**src/rtl/uart_msg_printer_pkg.sv**
```systemverilog
// Shared types and constants for the UART message printer: FSM encoding,
// bus widths and the characters the drain path injects or recognises.
package uart_msg_printer_pkg;

  localparam int unsigned DATA_W = 8;
  localparam int unsigned WADDR_W = 8;
  localparam int unsigned LEN_W = 9;

  typedef enum logic [3:0] {
    S_FILL = 4'd0,
    S_RD   = 4'd1,
    S_LAT  = 4'd2,
    S_CHK  = 4'd3,
    S_WAIT = 4'd4,
    S_PR1  = 4'd5,
    S_PR2  = 4'd6,
    S_DONE = 4'd7
  } state_t;

  localparam logic [DATA_W-1:0] CH_LF     = 8'h0A;
  localparam logic [DATA_W-1:0] CH_CR     = 8'h0D;
  localparam logic [DATA_W-1:0] CH_NUL    = 8'h00;
  localparam logic [DATA_W-1:0] CH_PROMPT = 8'h24;
  localparam logic [DATA_W-1:0] CH_SP     = 8'h20;

endpackage

```
**src/rtl/uart_msg_printer_if.sv**
```systemverilog
// Write-side beat bus plus the put/data/empty link to uart_tx_buf.
interface uart_msg_printer_if;
  import uart_msg_printer_pkg::*;

  logic                w_ready;
  logic                w_valid;
  logic [DATA_W-1:0]   w_data;
  logic [WADDR_W-1:0]  w_addr;
  logic                w_last;
  logic                busy;
  logic                put;
  logic [DATA_W-1:0]   tx_data;
  logic                tx_empty;

  modport master (
    input  w_ready, busy, put, tx_data,
    output w_valid, w_data, w_addr, w_last, tx_empty
  );

  modport slave (
    output w_ready, busy, put, tx_data,
    input  w_valid, w_data, w_addr, w_last, tx_empty
  );
endinterface

```
**src/rtl/uart_msg_printer_bram.sv**
```systemverilog
// Single-port synchronous RAM, write-first-free, one-cycle registered read.
module uart_msg_printer_bram #(
  parameter int unsigned WIDTH  = 8,
  parameter int unsigned LEN    = 256,
  parameter int unsigned ADDR_W = 8
) (
  input  logic              clk,
  input  logic              we,
  input  logic [ADDR_W-1:0] addr,
  input  logic [WIDTH-1:0]  din,
  output logic [WIDTH-1:0]  dout
);

  logic [WIDTH-1:0] mem [LEN];
  logic [WIDTH-1:0] dout_q;

  // No reset: contents and read register are don't-care until written.
  always_ff @(posedge clk) begin
    if (we) mem[addr] <= din;
    dout_q <= mem[addr];
  end

  assign dout = dout_q;

endmodule

```
**src/rtl/uart_msg_printer.sv**
```systemverilog
// Buffers one text message from game logic, then drains it byte-by-byte to
// uart_tx_buf, expanding LF to CR LF and optionally appending a "$ " prompt.
module uart_msg_printer
  import uart_msg_printer_pkg::*;
#(
  parameter int unsigned LEN       = 256,
  parameter bit          PROMPT_EN = 1'b1,
  parameter bit          LF_EXPAND = 1'b1
) (
  input  logic               clk,
  input  logic               rst_n,
  uart_msg_printer_if.slave  bus
);

  localparam int unsigned AW = (LEN > 1) ? $clog2(LEN) : 1;

  state_t             state_q, state_d;
  logic               w_ready_q, w_ready_d;
  logic               busy_q, busy_d;
  logic               put_q, put_d;
  logic [DATA_W-1:0]  tx_data_q, tx_data_d;
  logic [LEN_W-1:0]   msg_len_q, msg_len_d;
  logic [AW-1:0]      rd_idx_q, rd_idx_d;
  logic [DATA_W-1:0]  cur_q, cur_d;
  logic               lf_pend_q, lf_pend_d;
  logic               gap_q, gap_d;

  logic               w_acc;
  logic [AW-1:0]      w_idx;
  logic               tx_ok;
  logic [AW-1:0]      mem_addr;
  logic [DATA_W-1:0]  mem_dout;

  assign w_acc    = bus.w_valid && w_ready_q;
  assign w_idx    = bus.w_addr[AW-1:0];
  // gap_q masks tx_empty for the cycle after a put so uart_tx_buf can react.
  assign tx_ok    = bus.tx_empty && !gap_q;
  assign mem_addr = (state_q == S_FILL) ? w_idx : rd_idx_q;

  uart_msg_printer_bram #(
    .WIDTH  (DATA_W),
    .LEN    (LEN),
    .ADDR_W (AW)
  ) u_bram (
    .clk  (clk),
    .we   (w_acc),
    .addr (mem_addr),
    .din  (bus.w_data),
    .dout (mem_dout)
  );

  always_comb begin
    state_d   = state_q;
    w_ready_d = w_ready_q;
    busy_d    = busy_q;
    put_d     = 1'b0;
    tx_data_d = tx_data_q;
    msg_len_d = msg_len_q;
    rd_idx_d  = rd_idx_q;
    cur_d     = cur_q;
    lf_pend_d = lf_pend_q;

    unique case (state_q)
      S_FILL: begin
        if (w_acc && bus.w_last) begin
          msg_len_d = LEN_W'(w_idx) + LEN_W'(1);
          rd_idx_d  = '0;
          w_ready_d = 1'b0;
          busy_d    = 1'b1;
          state_d   = S_RD;
        end
      end
      S_RD:  state_d = S_LAT;
      S_LAT: begin
        cur_d   = mem_dout;
        state_d = S_CHK;
      end
      S_CHK: begin
        if (cur_q == CH_NUL) begin
          if (PROMPT_EN) begin
            state_d = S_PR1;
          end else begin
            state_d   = S_FILL;
            w_ready_d = 1'b1;
            busy_d    = 1'b0;
            rd_idx_d  = '0;
          end
        end else if (tx_ok) begin
          put_d   = 1'b1;
          state_d = S_WAIT;
          if (LF_EXPAND && (cur_q == CH_LF)) begin
            tx_data_d = CH_CR;
            lf_pend_d = 1'b1;
          end else begin
            tx_data_d = cur_q;
          end
        end
      end
      S_WAIT: begin
        if (tx_ok) begin
          if (lf_pend_q) begin
            put_d     = 1'b1;
            tx_data_d = CH_LF;
            lf_pend_d = 1'b0;
          end else if ((LEN_W'(rd_idx_q) + LEN_W'(1)) < msg_len_q) begin
            rd_idx_d = rd_idx_q + AW'(1);
            state_d  = S_RD;
          end else if (PROMPT_EN) begin
            state_d = S_PR1;
          end else begin
            state_d   = S_FILL;
            w_ready_d = 1'b1;
            busy_d    = 1'b0;
            rd_idx_d  = '0;
          end
        end
      end
      S_PR1: begin
        if (tx_ok) begin
          put_d     = 1'b1;
          tx_data_d = CH_PROMPT;
          state_d   = S_PR2;
        end
      end
      S_PR2: begin
        if (tx_ok) begin
          put_d     = 1'b1;
          tx_data_d = CH_SP;
          state_d   = S_DONE;
        end
      end
      S_DONE: begin
        if (tx_ok) begin
          state_d   = S_FILL;
          w_ready_d = 1'b1;
          busy_d    = 1'b0;
          rd_idx_d  = '0;
        end
      end
      default: begin
        state_d   = S_FILL;
        w_ready_d = 1'b1;
        busy_d    = 1'b0;
        rd_idx_d  = '0;
        lf_pend_d = 1'b0;
      end
    endcase

    gap_d = put_d;
  end

  always_ff @(posedge clk or negedge rst_n) begin
    if (!rst_n) begin
      state_q   <= S_FILL;
      w_ready_q <= 1'b1;
      busy_q    <= 1'b0;
      put_q     <= 1'b0;
      tx_data_q <= '0;
      msg_len_q <= '0;
      rd_idx_q  <= '0;
      cur_q     <= '0;
      lf_pend_q <= 1'b0;
      gap_q     <= 1'b0;
    end else begin
      state_q   <= state_d;
      w_ready_q <= w_ready_d;
      busy_q    <= busy_d;
      put_q     <= put_d;
      tx_data_q <= tx_data_d;
      msg_len_q <= msg_len_d;
      rd_idx_q  <= rd_idx_d;
      cur_q     <= cur_d;
      lf_pend_q <= lf_pend_d;
      gap_q     <= gap_d;
    end
  end

  assign bus.w_ready = w_ready_q;
  assign bus.busy    = busy_q;
  assign bus.put     = put_q;
  assign bus.tx_data = tx_data_q;

endmodule

```
**src/flat_wrapper.sv**
```systemverilog
// flat-port wrapper written by rule: the top's interface ports become plain ports
module uart_msg_printer_flat import uart_msg_printer_pkg::*;
#(
  parameter int unsigned LEN       = 256,
  parameter bit          PROMPT_EN = 1'b1,
  parameter bit          LF_EXPAND = 1'b1
)
  (clk, rst_n, bus_w_ready, bus_busy, bus_put, bus_tx_data, bus_w_valid, bus_w_data, bus_w_addr, bus_w_last, bus_tx_empty);
  uart_msg_printer_if bus_i ();
  input  logic clk;
  input  logic rst_n;
  output wire logic [$bits(bus_i.w_ready)-1:0] bus_w_ready;
  output wire logic [$bits(bus_i.busy)-1:0] bus_busy;
  output wire logic [$bits(bus_i.put)-1:0] bus_put;
  output wire logic [$bits(bus_i.tx_data)-1:0] bus_tx_data;
  input wire logic [$bits(bus_i.w_valid)-1:0] bus_w_valid;
  input wire logic [$bits(bus_i.w_data)-1:0] bus_w_data;
  input wire logic [$bits(bus_i.w_addr)-1:0] bus_w_addr;
  input wire logic [$bits(bus_i.w_last)-1:0] bus_w_last;
  input wire logic [$bits(bus_i.tx_empty)-1:0] bus_tx_empty;
  assign bus_w_ready = bus_i.w_ready;
  assign bus_busy = bus_i.busy;
  assign bus_put = bus_i.put;
  assign bus_tx_data = bus_i.tx_data;
  assign bus_i.w_valid = bus_w_valid;
  assign bus_i.w_data = bus_w_data;
  assign bus_i.w_addr = bus_w_addr;
  assign bus_i.w_last = bus_w_last;
  assign bus_i.tx_empty = bus_tx_empty;
  uart_msg_printer #(.LEN(LEN), .PROMPT_EN(PROMPT_EN), .LF_EXPAND(LF_EXPAND)) u_core (.clk(clk), .rst_n(rst_n), .bus(bus_i));
endmodule
```
**config.mk**
```make
export PLATFORM = sky130hd
export DESIGN_NAME = uart_msg_printer_flat
export DESIGN_NICKNAME = d
export VERILOG_FILES = /design/src/rtl/uart_msg_printer_pkg.sv /design/src/rtl/uart_msg_printer_if.sv /design/src/rtl/uart_msg_printer_bram.sv /design/src/rtl/uart_msg_printer.sv /design/src/flat_wrapper.sv
export SDC_FILE = /design/constraint.sdc
export NUM_CORES = 2
export LEC_CHECK = 0
export CORE_ASPECT_RATIO = 2
export CORE_MARGIN = 2
export CORE_UTILIZATION = 25
export DETAILED_ROUTE_END_ITERATION = 8
export HOLD_SLACK_MARGIN = 0.1
export REMOVE_ABC_BUFFERS = 1
export SYNTH_ARGS = -nofsm -noshare
export SYNTH_HDL_FRONTEND = slang
export SYNTH_SLANG_ARGS = --single-unit
export TNS_END_PERCENT = 30
```
**constraint.sdc**
```tcl
create_clock -name clk -period 4.4 [get_ports clk]
set_clock_uncertainty 0.2 [all_clocks]
set_input_delay 0.66 -clock clk [delete_from_list [all_inputs] [get_ports clk]]
set_output_delay 0.66 -clock clk [all_outputs]
set_load 0.05 [all_outputs]
```
==> out/summary.txt <==
Hold Violations, Final -> 0
first-pass GRT wire length -> 338000 µm
IO Port Bufs -> 31
min Tclk post-route -> 4.53 ns
worst-path cell chain -> buf_4, or4b_2, buf_4, nand2_8, buf_12, buf_12, mux4_2, a22oi_1, nand4_1, a21oi_2, nand4_1
RSZ-0062 raised after global routing -> true
initial antenna violation count -> 1
Final ANT Viol Nets -> 0
startpoint types -> flop
clk_lat worst skew -> 0.85 ns
CP Capture Type -> flop
worst flop-to-flop path startpoint -> u_core.state_q[2]
yosys warns -> 0
Power, Total -> 50.1 mW
Area Growth Syn to Fin -> 18.8%
Routability Congestion -> 0.930
Via density -> 4.72
gr ovfl total -> 0
I/O Pins -> 32
post-synthesis sequential area ratio -> 76.3%
vias in the first global route -> 48500
via count -> 46600
setup ws final -> -0.126 ns
Layout Cells excl Fill -> 9887
CTS tree -> built
LEAKAGE -> 30.7 nW
Final #Nets -> 5462
WP data arrival -> 4.99 ns
period utilization -> 103%
Netlist cell types -> 62
pwr/cell area -> 513 mW/mm²
# DRC -> 0
Post-synth EDFFs -> 2048
Slew HR -> 24.6%
final setup vio count -> 1
Post-Synthesis Cells -> 4955
Synth Cell Area -> 0.0822 mm²
slowest CP cell -> or4b_2
Placed Cells -> 9594
pre-CTS setup slack -> -0.988 ns
final wirelength -> 235000 µm
FFs w/ async S/R, synth -> 1.91%
CTS buffer count -> 164
Synth Register Bits -> 2096
Die X -> 409 µm
layout cells sized above 1 -> 21.1%
CP startpoint -> u_core.state_q[2]
Hold Crit Class -> in2reg
Req. time, crit path -> 4.87 ns
main flop type after synthesis -> edfxtp_1
failing checks -> negative setup slack
die area -> 0.334 mm²
fmax -> 0.221 GHz
Hold Startpoint -> bus_w_data[0]
clk root buf -> clkbuf_16
hpwl dp -> 161000 µm
measured slew at the worst slew-check pin -> 1.13 ns
CTS H-tree depth -> 4
Setup CP Type -> reg2reg
Pre-antenna DRT Iters -> 6
max incr delay on CP -> 0.67 ns
Worst-path clk slew -> 0.08 ns
CTS max path bufs -> 4
Worst Path Max Fanout -> 21
Mean Syn Cell Area -> 16.6 µm²
overall routing resource usage -> 13.7%
Rows -> 297
Core ar. -> 0.327 mm²
DR WL/cell -> 23.8 µm
initial core utilization -> 25.1%
Starting DRT DRC Count -> 3992
pins over their slew limit -> 0
Max IR drop VDD -> 0.368 mV
clk sinks -> 2096
status -> finished, violations left
largest net degree at the start of global routing -> 129
Die H -> 815 µm
Max Cap Violations -> 0
[worst max-delay path, delay by kind of cell (launching register included)]
kind / cells / cell delay (ns)
AO/OA/AOI/OAI: 2 / 1.10
buffers and inverters: 4 / 0.86
flip-flops: 1 / 0.54
multiplexers: 1 / 0.28
AND/OR/NAND/NOR: 4 / 1.30
[cells by family after synthesis]
group,Yosys count,synth area share [%]
adder cells (fa/ha/maj),10,0.152
flip-flops,2096,76.3
AO/OA/AOI/OAI,831,7.02
multiplexers,330,7.59
XOR/XNOR,11,0.117
buffers and inverters,354,1.93
AND/OR/NAND/NOR,1323,6.93
[placed cells by master (no fill, tap or decap), types with 39 or more instances in the layout]
cell type,netlist,final
mux2i_1,85,83
mux4_2,232,232
nor2_1,298,284
nand2_1,682,680
a32oi_1,47,47
edfxtp_1,2048,2048
buf_12,0,76
a21oi_1,207,200
and3_1,95,95
nand3_1,130,126
dfrtp_1,39,39
clkbuf_16,0,168
a221oi_1,55,55
nand4_1,45,45
a31oi_1,97,96
buf_4,13,533
a211oi_1,101,101
a22oi_1,195,193
[where the power goes]
part	internal (mW)	switching, mW	total, mW
combinational	4.82	7.73	12.6
clock	7.99	7.17	15.2
sequential	22.2	0.223	22.4
[Yosys cell counts, drive strengths merged, types with 16 or more instances]
master | n | area [µm²]
nor4 | 22 | 168
nor3 | 23 | 130
dfrtp | 39 | 976
nand4 | 45 | 282
o21ai | 20 | 100
and3 | 95 | 594
nand3 | 130 | 651
mux4 | 232 | 5230
a21oi | 208 | 1040
a311oi | 17 | 149
edfxtp | 2048 | 61500
mux2i | 86 | 873
a41oi | 22 | 193
a211oi | 101 | 758
nor2 | 298 | 1120
a32oi | 47 | 412
o2111ai | 16 | 140
buf | 173 | 905
clkbuf | 164 | 616
o211ai | 17 | 128
nand2 | 683 | 2570
a221oi | 56 | 497
a22oi | 195 | 1460
inv | 17 | 63.8
a31oi | 97 | 607
[what timing repair did]
action                     in CTS  in global routing
buffers inserted                0                  0
gates resized for setup        26                  7
hold endpoints to repair      162                  0
gates cloned                    0                  0
setup endpoints to repair       7                  8
pin swaps                       1                  1
hold buffers                    6                  0
[worst paths after layout]
path | end | slack [ns] | cells after the start
worst max-delay path | u_core.u_bram.dout[7] | -0.13 | 11
worst min-delay path | u_core.u_bram.mem[164][0] | 0.1 | 1
worst max register to register | u_core.u_bram.dout[7] | -0.13 | 11
worst min register to register | u_core.bus.tx_data[7] | 0.28 | 2
max in group asynchronous | u_core.msg_len_q[4] | 3.12 | 2
min in group asynchronous | u_core.bus.tx_data[7] | 0.30 | 2
[state kept, by name, summed over array words and instances, names as in the netlist]
register	cells
u_core.state_q	3
u_core.u_bram.dout	8
u_core.rd_idx_q	8
u_core.lf_pend_q	1
u_core.bus.tx_data	8
u_core.msg_len_q	9
u_core.cur_q	8
u_core.bus.put	1
u_core.bus.w_ready	1
u_core.bus.busy	1
u_core.u_bram.mem	2048
[final cells by class]
class | count | area, µm²
inverters | 17 | 63.8
clock buffers | 191 | 4310
multi-input cells | 2505 | 18200
well taps | 4335 | 5420
repair buffers | 647 | 5940
clock inverters | 94 | 946
diodes | 2 | 5.00
flip-flops and latches | 2096 | 62700
fillers | 32000 | 229000
[through the flow]
stage	util [%]	hold slack, ns	instance area, µm²	setup TNS [ns]
floorplan	-	0.164	80600	-
global placement	28.2	0.260	92100	-5.65
detailed placement	28.2	0.273	92100	-5.48
CTS	29.8	0.107	97600	0
global route	29.8	0.124	97600	-0.121
finish	29.8	0.0970	97600	-0.126
[layer usage]
layer	track usage, %	vias up	routed length [µm]
li1	-	20500	-
met2	26.6	1526	131000
met3	1.28	590	9190
met4	10.3	0	20200
met5	0	-	0
met1	13.1	24000	75100
Power figures use the tool's default switching activity.
